File: src/rtl/riscv64_pkg.sv
// Shared types for the riscv64_soc pipeline front end.
package riscv64_pkg;

  localparam int unsigned XLEN = 64;
  localparam int unsigned ILEN = 32;

  typedef enum logic [1:0] {
    S_BOOT,
    S_FETCH,
    S_FLUSH
  } fetch_state_t;

  // One prefetched memory beat; start_hi marks a beat entered at its upper half.
  typedef struct packed {
    logic [XLEN-1:0] beat;
    logic [XLEN-1:0] beat_pc;
    logic            start_hi;
  } fetch_entry_t;

endpackage

File: src/rtl/fetch_fifo.sv
// Prefetch FIFO of fetch entries with synchronous flush; DEPTH must be a power of 2.
module fetch_fifo
  import riscv64_pkg::*;
#(
  parameter int unsigned DEPTH = 4,
  parameter int unsigned CW    = $clog2(DEPTH + 1)
) (
  input  logic         clk,
  input  logic         reset,
  input  logic         flush,
  input  logic         push,
  input  fetch_entry_t push_data,
  input  logic         pop,
  output fetch_entry_t head,
  output logic [CW-1:0] count,
  output logic         full,
  output logic         empty
);

  localparam int unsigned AW = (DEPTH > 1) ? $clog2(DEPTH) : 1;

  fetch_entry_t    mem [DEPTH];
  logic [AW-1:0]   wr_ptr;
  logic [AW-1:0]   rd_ptr;

  // Pointers wrap naturally because DEPTH is a power of 2.
  always_ff @(posedge clk) begin
    if (reset || flush) begin
      wr_ptr <= '0;
      rd_ptr <= '0;
      count  <= '0;
    end else begin
      if (push) wr_ptr <= wr_ptr + AW'(1);
      if (pop)  rd_ptr <= rd_ptr + AW'(1);
      count <= count + CW'(push) - CW'(pop);
    end
  end

  always_ff @(posedge clk) begin
    if (push && !flush && !reset) mem[wr_ptr] <= push_data;
  end

  assign head  = mem[rd_ptr];
  assign full  = (count == CW'(DEPTH));
  assign empty = (count == '0);

endmodule

File: src/rtl/riscv64_fetch_unit.sv
// Fetch front end: owns the fetch PC, issues aligned 64-bit requests, buffers beats
// and hands 32-bit instructions with their PCs to decode; redirects flush everything.
module riscv64_fetch_unit
  import riscv64_pkg::*;
#(
  parameter logic [XLEN-1:0] RESET_PC        = 64'h0,
  parameter int unsigned     FIFO_DEPTH      = 4,
  parameter int unsigned     MAX_OUTSTANDING = 2
) (
  input  logic            clk,
  input  logic            reset,
  output logic            imem_req_valid,
  input  logic            imem_req_ready,
  output logic [XLEN-1:0] imem_req_addr,
  input  logic            imem_rsp_valid,
  input  logic [XLEN-1:0] imem_rsp_data,
  input  logic            redirect_valid,
  input  logic [XLEN-1:0] redirect_pc,
  output logic            if_valid,
  input  logic            if_ready,
  output logic [ILEN-1:0] if_instr,
  output logic [XLEN-1:0] if_pc
);

  localparam int unsigned CW = $clog2(FIFO_DEPTH + 1);
  localparam int unsigned OW = $clog2(MAX_OUTSTANDING + 1);

  fetch_state_t    state, state_nxt;
  logic [XLEN-1:0] fetch_pc, rsp_pc;
  logic [OW-1:0]   outstanding, out_nxt;
  logic [OW-1:0]   drop_cnt, drop_nxt;
  logic [CW-1:0]   fifo_count, cnt_nxt;
  logic            req_valid_q, req_valid_d;
  logic            start_arm, lower_done, half_sel;
  logic            req_fire, if_fire, fifo_push, fifo_pop;
  logic            fifo_full, fifo_empty;
  fetch_entry_t    push_entry, head;
  logic            unused_bits;

  assign unused_bits    = ^{redirect_pc[1:0], fetch_pc[2:0]};
  assign imem_req_valid = req_valid_q;
  assign imem_req_addr  = {fetch_pc[XLEN-1:3], 3'b000};

  fetch_fifo #(
    .DEPTH (FIFO_DEPTH),
    .CW    (CW)
  ) u_fifo (
    .clk       (clk),
    .reset     (reset),
    .flush     (redirect_valid),
    .push      (fifo_push),
    .push_data (push_entry),
    .pop       (fifo_pop),
    .head      (head),
    .count     (fifo_count),
    .full      (fifo_full),
    .empty     (fifo_empty)
  );

  // FSM state register
  always_ff @(posedge clk) begin
    if (reset) state <= S_BOOT;
    else       state <= state_nxt;
  end

  // FSM next state; redirect overrides everything
  always_comb begin
    state_nxt = state;
    if (redirect_valid) begin
      state_nxt = (out_nxt != '0) ? S_FLUSH : S_FETCH;
    end else begin
      unique case (state)
        S_BOOT:  state_nxt = S_FETCH;
        S_FETCH: state_nxt = S_FETCH;
        S_FLUSH: if (drop_cnt == '0) state_nxt = S_FETCH;
        default: state_nxt = S_BOOT;
      endcase
    end
  end

  // Decode-side view of the FIFO head
  always_comb begin
    if_valid = !fifo_empty;
    half_sel = head.start_hi | lower_done;
    if_instr = '0;
    if_pc    = '0;
    if (!fifo_empty) begin
      if_instr = half_sel ? head.beat[63:32] : head.beat[31:0];
      if_pc    = head.beat_pc + XLEN'({half_sel, 2'b00});
    end
  end

  // Credit bookkeeping and next request decision (counts as seen after this edge)
  always_comb begin
    req_fire   = req_valid_q & imem_req_ready;
    if_fire    = if_valid & if_ready;
    out_nxt    = outstanding + OW'(req_fire) - OW'(imem_rsp_valid);
    fifo_push  = imem_rsp_valid && (drop_cnt == '0) && !redirect_valid;
    fifo_pop   = if_fire && half_sel && !redirect_valid;
    push_entry = '{beat: imem_rsp_data, beat_pc: rsp_pc, start_hi: start_arm};

    drop_nxt = drop_cnt;
    if (redirect_valid)                        drop_nxt = out_nxt;
    else if (imem_rsp_valid && drop_cnt != '0) drop_nxt = drop_cnt - OW'(1);

    cnt_nxt = redirect_valid ? '0 : fifo_count + CW'(fifo_push) - CW'(fifo_pop);

    req_valid_d = !redirect_valid && (state_nxt == S_FETCH) &&
                  (32'(cnt_nxt) + 32'(out_nxt) < FIFO_DEPTH) &&
                  (32'(out_nxt) < MAX_OUTSTANDING);
  end

  always_ff @(posedge clk) begin
    if (reset) begin
      req_valid_q <= 1'b0;
      fetch_pc    <= RESET_PC;
      rsp_pc      <= {RESET_PC[XLEN-1:3], 3'b000};
      outstanding <= '0;
      drop_cnt    <= '0;
      start_arm   <= RESET_PC[2];
      lower_done  <= 1'b0;
    end else begin
      req_valid_q <= req_valid_d;
      outstanding <= out_nxt;
      drop_cnt    <= drop_nxt;
      if (redirect_valid) begin
        fetch_pc   <= redirect_pc;
        rsp_pc     <= {redirect_pc[XLEN-1:3], 3'b000};
        start_arm  <= redirect_pc[2];
        lower_done <= 1'b0;
      end else begin
        if (req_fire) fetch_pc <= {fetch_pc[XLEN-1:3], 3'b000} + XLEN'(8);
        if (fifo_push) begin
          rsp_pc    <= rsp_pc + XLEN'(8);
          start_arm <= 1'b0;
        end
        if (if_fire) lower_done <= !half_sel;
      end
    end
  end

  // The credit rule must make a push into a full FIFO impossible
  always_ff @(posedge clk) begin
    if (!reset) assert (!(fifo_push && fifo_full));
  end

endmodule
File: config.mk
export PLATFORM = sky130hd
export DESIGN_NAME = riscv64_fetch_unit
export DESIGN_NICKNAME = d
export VERILOG_FILES = /design/src/rtl/riscv64_pkg.sv /design/src/rtl/fetch_fifo.sv /design/src/rtl/riscv64_fetch_unit.sv
export SDC_FILE = /design/constraint.sdc
export NUM_CORES = 1
export LEC_CHECK = 0
export ABC_AREA = 1
export CORE_MARGIN = 1.5
export CORE_UTILIZATION = 50
export DETAILED_ROUTE_END_ITERATION = 16
export PLACE_DENSITY = 0.76
export SYNTH_ARGS = -nofsm -noshare
export SYNTH_HDL_FRONTEND = slang
export SYNTH_SLANG_ARGS = --single-unit
File: constraint.sdc
create_clock -name clk -period 8.44 [get_ports clk]
set_input_delay 1.266 -clock clk [delete_from_list [all_inputs] [get_ports clk]]
set_output_delay 1.266 -clock clk [all_outputs]
set_load 0.02 [all_outputs]
**Yosys cells after proc, flatten, opt, wreduce, memory -nomap -nowiden**

Memories as Yosys holds them, arrays and structs flattened. A register that Yosys moved wholly into a read port is not among the register bits.
Index checks and enable logic that the tools add are counted.

- Flip-flop bits (word level): 144
- Bits of input ports: 134
- Memories: 1
- Memory bits (writable): 516

- Muxes and demuxes: 20
- Bitwise operators: 3
- Eq/ne operators: 3
- Reductions and logical operators: 25
- $lt $le $gt $ge: 2
- Add/sub/neg operators: 11

Memories:

| memory | words | width | read ports | clocked after memory_dff | wr ports | RTL line | source |
|---|---|---|---|---|---|---|---|
| u_fifo.mem | 4 | 129 | 1 | 1 | 1 | fetch_fifo.sv:22 | `fetch_entry_t mem [DEPTH];` |

Operator list:

| operator | number |
|---|---|
| $mux W64 | 5 |
| $add A64 B4 Y64 const B | 2 |
| $add A64 B3 Y64 | 1 |
| $mux W32 | 2 |
| $mux W2 | 7 |
| $logic_and A1 B1 Y1 | 10 |
| $reduce_bool A2 Y1 | 5 |
| $add A2 B1 Y2 const B | 2 |
| $add A3 B2 Y4 | 1 |
| $eq A2 B1 Y1 const B | 2 |
| $logic_not A1 Y1 | 4 |
| $logic_not A2 Y1 | 2 |
| $lt A4 B3 Y1 const B | 1 |
| $mux W1 | 4 |
| $pmux W2 S2 | 1 |
| $reduce_or A2 Y1 | 2 |
| $add A3 B1 Y3 | 1 |
| $logic_not A3 Y1 | 1 |
| $mux W3 | 1 |
| $sub A3 B1 Y3 | 1 |
| $add A2 B1 Y2 | 1 |
| $and A1 B1 Y1 | 2 |
| $eq A2 B2 Y1 const B | 1 |
| $lt A2 B2 Y1 const B | 1 |
| 4 further kinds | 4 |

**Depth between registers and ports, before layout**

- Word-level depth: 11
- Depth in mapped cells: 19
- Depth with buffers taken out: 17

**Modules after synthesis**

Synthesis repeated with hierarchy kept, for this count alone.

- Cells, all modules: 3816
- Area, all modules: 32685.1 sq um

Modules (own cells, without submodules):

| module | times used | cells each | sequential area each (sq um) | area an instance (sq um) |
|---|---|---|---|---|
| fetch_fifo | 1 | 1563 | 15675.0 | 20571.0 |
| riscv64_fetch_unit | 1 | 2253 | 2622.5 | 12114.1 |

**Worst setup path after synthesis**

No wires, ideal clock.

- Path type: input port to flip-flop
- Start point: input redirect_valid
- End point: memory u_fifo.mem[0][0] in the netlist's numbering (enable)
- Required time: 7.828 ns
- Setup slack: 0.662 ns
- Arrival: 7.165 ns
- Cell stages on the path: 6
- Buffers on the path: 1
- Library setup time: 0.612 ns
- Cell sequence: buf_2 > nor2_4 > inv_2 > nor2_2 > inv_2 > nor2_1

- Longest elaborated chain between the ends: 6

Ends and longest elaborated chain:

| what | RTL line | source |
|---|---|---|
| start, declared | riscv64_fetch_unit.sv:17 | `input logic redirect_valid,` |
| $logic_not A1 Y1 * | fetch_fifo.sv:40, riscv64_fetch_unit.sv:98 |  |
| $logic_and A1 B1 Y1 | riscv64_fetch_unit.sv:98 | `fifo_push = imem_rsp_valid && (drop_cnt == '0) && !redirect_valid;` |
| $logic_and A1 B1 Y1 * (2 in a row) | fetch_fifo.sv:40 | `if (push && !flush && !reset) mem[wr_ptr] <= push_data;` |
| $mux W1 * | fetch_fifo.sv:40 |  |
| $mux W1 (implied by the code) * | fetch_fifo.sv:40 |  |
| end, declared | fetch_fifo.sv:22 |  |

Mark *: on every way between the ends. The rest lies on a longest branch, timed or not.

==> impl_metrics.json <==
{
  "setup_viol": 0,
  "gr-total-overflow": 0,
  "dp_slack_ns": 2.83,
  "slew_violations": 0,
  "io_pins": 296,
  "syn_area_per_cell_um2": 9.33,
  "wirelength_mm": 81.7,
  "tns_ns": 0,
  "min_from": "u_fifo.rd_ptr[1]",
  "synth_seq_cells": 644,
  "synth_top_flop_cell": "edfxtp_1",
  "via_count": 23600,
  "total_power_mw": 7.29,
  "finalHoldViolCount": 0,
  "grt_pass1_vias": 22400,
  "ys_async_sr_fraction_pct": 0,
  "fin_skew_ns": 0.0303,
  "drive_above_1_share_pct": 6.39,
  "start_kind": "flip-flop",
  "cts_buffers": 70,
  "path_max_fanout": 90,
  "port_buffers": 288,
  "core_area_um2": 57900,
  "whs_ns": 0.463,
  "syn2layout_area_growth_pct": 19.7,
  "place_inst": 4082,
  "cts_buffer_depth": 3,
  "endpoint_kind": "output port",
  "path_class": "flip-flop to output port",
  "grt_max_degree": 144,
  "grt_pass1_wl_mm": 124,
  "cts.sinks": 644,
  "setup_slack_ns": 2.20,
  "globalplace.congestion": 0.948,
  "synthSimpleGateAreaFrac_pct": 21.7,
  "min_period_over_period_pct": 73.9,
  "vias_per_cell": 5.60,
  "netlist_area_um2": 29400,
  "clock_latency_ns": 0.62,
  "ctsHoldBuffers": 0,
  "ir_drop_uv": 137,
  "synth_compound_area_share_pct": 10.2,
  "start_util_pct": 50.7,
  "layout_common_cells": "661 x nand2_1, 598 x nor2_1, 504 x edfxtp_1",
  "postSynthCellCount": 3148,
  "status": "completed",
  "synth_fa_ha_area_share_pct": 0.579,
  "die_h_um": 245,
  "antenna_found_initial": 3,
  "synthDistinctLibCells": 48,
  "layout.nets": 3536,
  "synth_edf_count": 504,
  "dp_hpwl_mm": 52.5,
  "clkTransAtPathRegs_ns": 0.06,
  "post_cts_buffers": 0,
  "yosysSeqAreaShare_pct": 61.0,
  "postRouteAntennaNets": 0,
  "ys_warn_count": 0,
  "cts-resized-gates": 0,
  "arrival_ns": 4.97,
  "grt_use_total_pct": 26.8,
  "htreeDepth": 3,
  "synth_top_family_by_area": "simple AND/OR/NAND/NOR gates",
  "final_core_util_pct": 60.8,
  "synth_xor_area_share_pct": 1.58,
  "drv_cap": 0,
  "rows": 88,
  "finalNonFillerCells": 4210,
  "stdcell_area_um2": 35200,
  "cts_tree": "yes",
  "placed_cell_area_um2": 32800,
  "root_buffer": "clkbuf_16",
  "slew_headroom_pct": 27.0,
  "drc": 0,
  "dieArea_um2": 60200,
  "critical_path_required_ns": 7.17,
  "first_pass_iters": 6,
  "rsz0062_at_grt": "false",
  "tightest_slew_ns": 1.10,
  "power_leakage_nw": 12.1,
  "fmax_mhz": 160,
  "period_minus_slack_ns": 6.24,
  "wl_per_cell_um": 19.4,
  "worstHoldPathType": "flip-flop to flip-flop",
  "drt-initial-drc-count": 2072,
  "layout_commonest_cell": "nand2_1",
  "powerDensity_nw_per_um2": 207,
  "die_width_um": 245,
  "synth_mux_area_share_pct": 0
}
-- synth_stat cells (all sizes together) (14+ instances only) --
cell,instances,area [um2]
inv,199,752
o21ai,307,1540
a311oi,32,305
xor2,42,368
a21oi,174,875
a31oi,33,206
edfxtp,504,15100
nor3,14,81.3
buf,78,427
clkbuf,71,268
dfxtp,140,2800
nor2,644,2610
nand3,151,788
nand4,30,188
nand2,679,2600
-- worst max-delay path, cell delays in order (launching register included) --
cell,delay [ns]
dfxtp_4,0.92
buf_4,0.92
nand2_1,0.11
nand3_1,0.11
nand2_1,0.09
nand2_2,0.46
buf_4,0.57
a21oi_1,0.11
a311oi_1,0.34
clkdlybuf4s50_1,0.68
-- layer usage --
metal | GRT usage, % | vias up | share of wire (%)
met3 | 3.81 | 215 | 8.5
li1 | - | 11100 | -
met5 | 0 | - | 0.026
met1 | 35.0 | 11100 | 40
met4 | 12.8 | 4 | 4.4
met2 | 44.2 | 1097 | 47
-- worst paths after layout --
kind | end | depth (start not counted) | slack (ns)
worst max-delay path | if_instr[11] | 9 | 2.20
worst min register to register | flip-flop | 2 | 0.46
worst max register to register | imem_req_valid | 18 | 2.97
worst min-delay path | flip-flop | 2 | 0.46
-- power by group --
| group | switching, mW | internal [mW] | total [mW] |
|---|---|---|---|
| combinational | 0.321 | 0.201 | 0.522 |
| sequential | 0.0953 | 3.50 | 3.60 |
| clock | 1.25 | 1.91 | 3.17 |
| total | 1.67 | 5.62 | 7.29 |
-- sequential cells by signal, summed over array words and instances, names as in the netlist, named ones only --
name            cells
u_fifo.mem        504
fetch_pc           61
rsp_pc             61
u_fifo.count        3
drop_cnt            2
outstanding         2
state               2
u_fifo.rd_ptr       2
u_fifo.wr_ptr       2
imem_req_valid      1
lower_done          1
start_arm           1
-- area by class of cell --
| class | count | area, um2 |
|---|---|---|
| fill | 4745 | 22700 |
| multi-input combinational | 2158 | 10100 |
| inverter | 201 | 762 |
| clock inverter | 43 | 527 |
| clock buffer | 83 | 1850 |
| sequential | 644 | 17900 |
| timing repair buffer | 314 | 3080 |
| tap | 765 | 957 |
| antenna | 2 | 5.00 |
-- cells by family after synthesis --
logic type | count (synthesis)
and+or+nand+nor | 1532
DFF | 644
AOI/OAI and AO/OA | 555
buffers and inverters | 350
xor gates and xnor gates | 53
adders and majority gates | 13
other | 1
(Power assumes the default switching activity.)
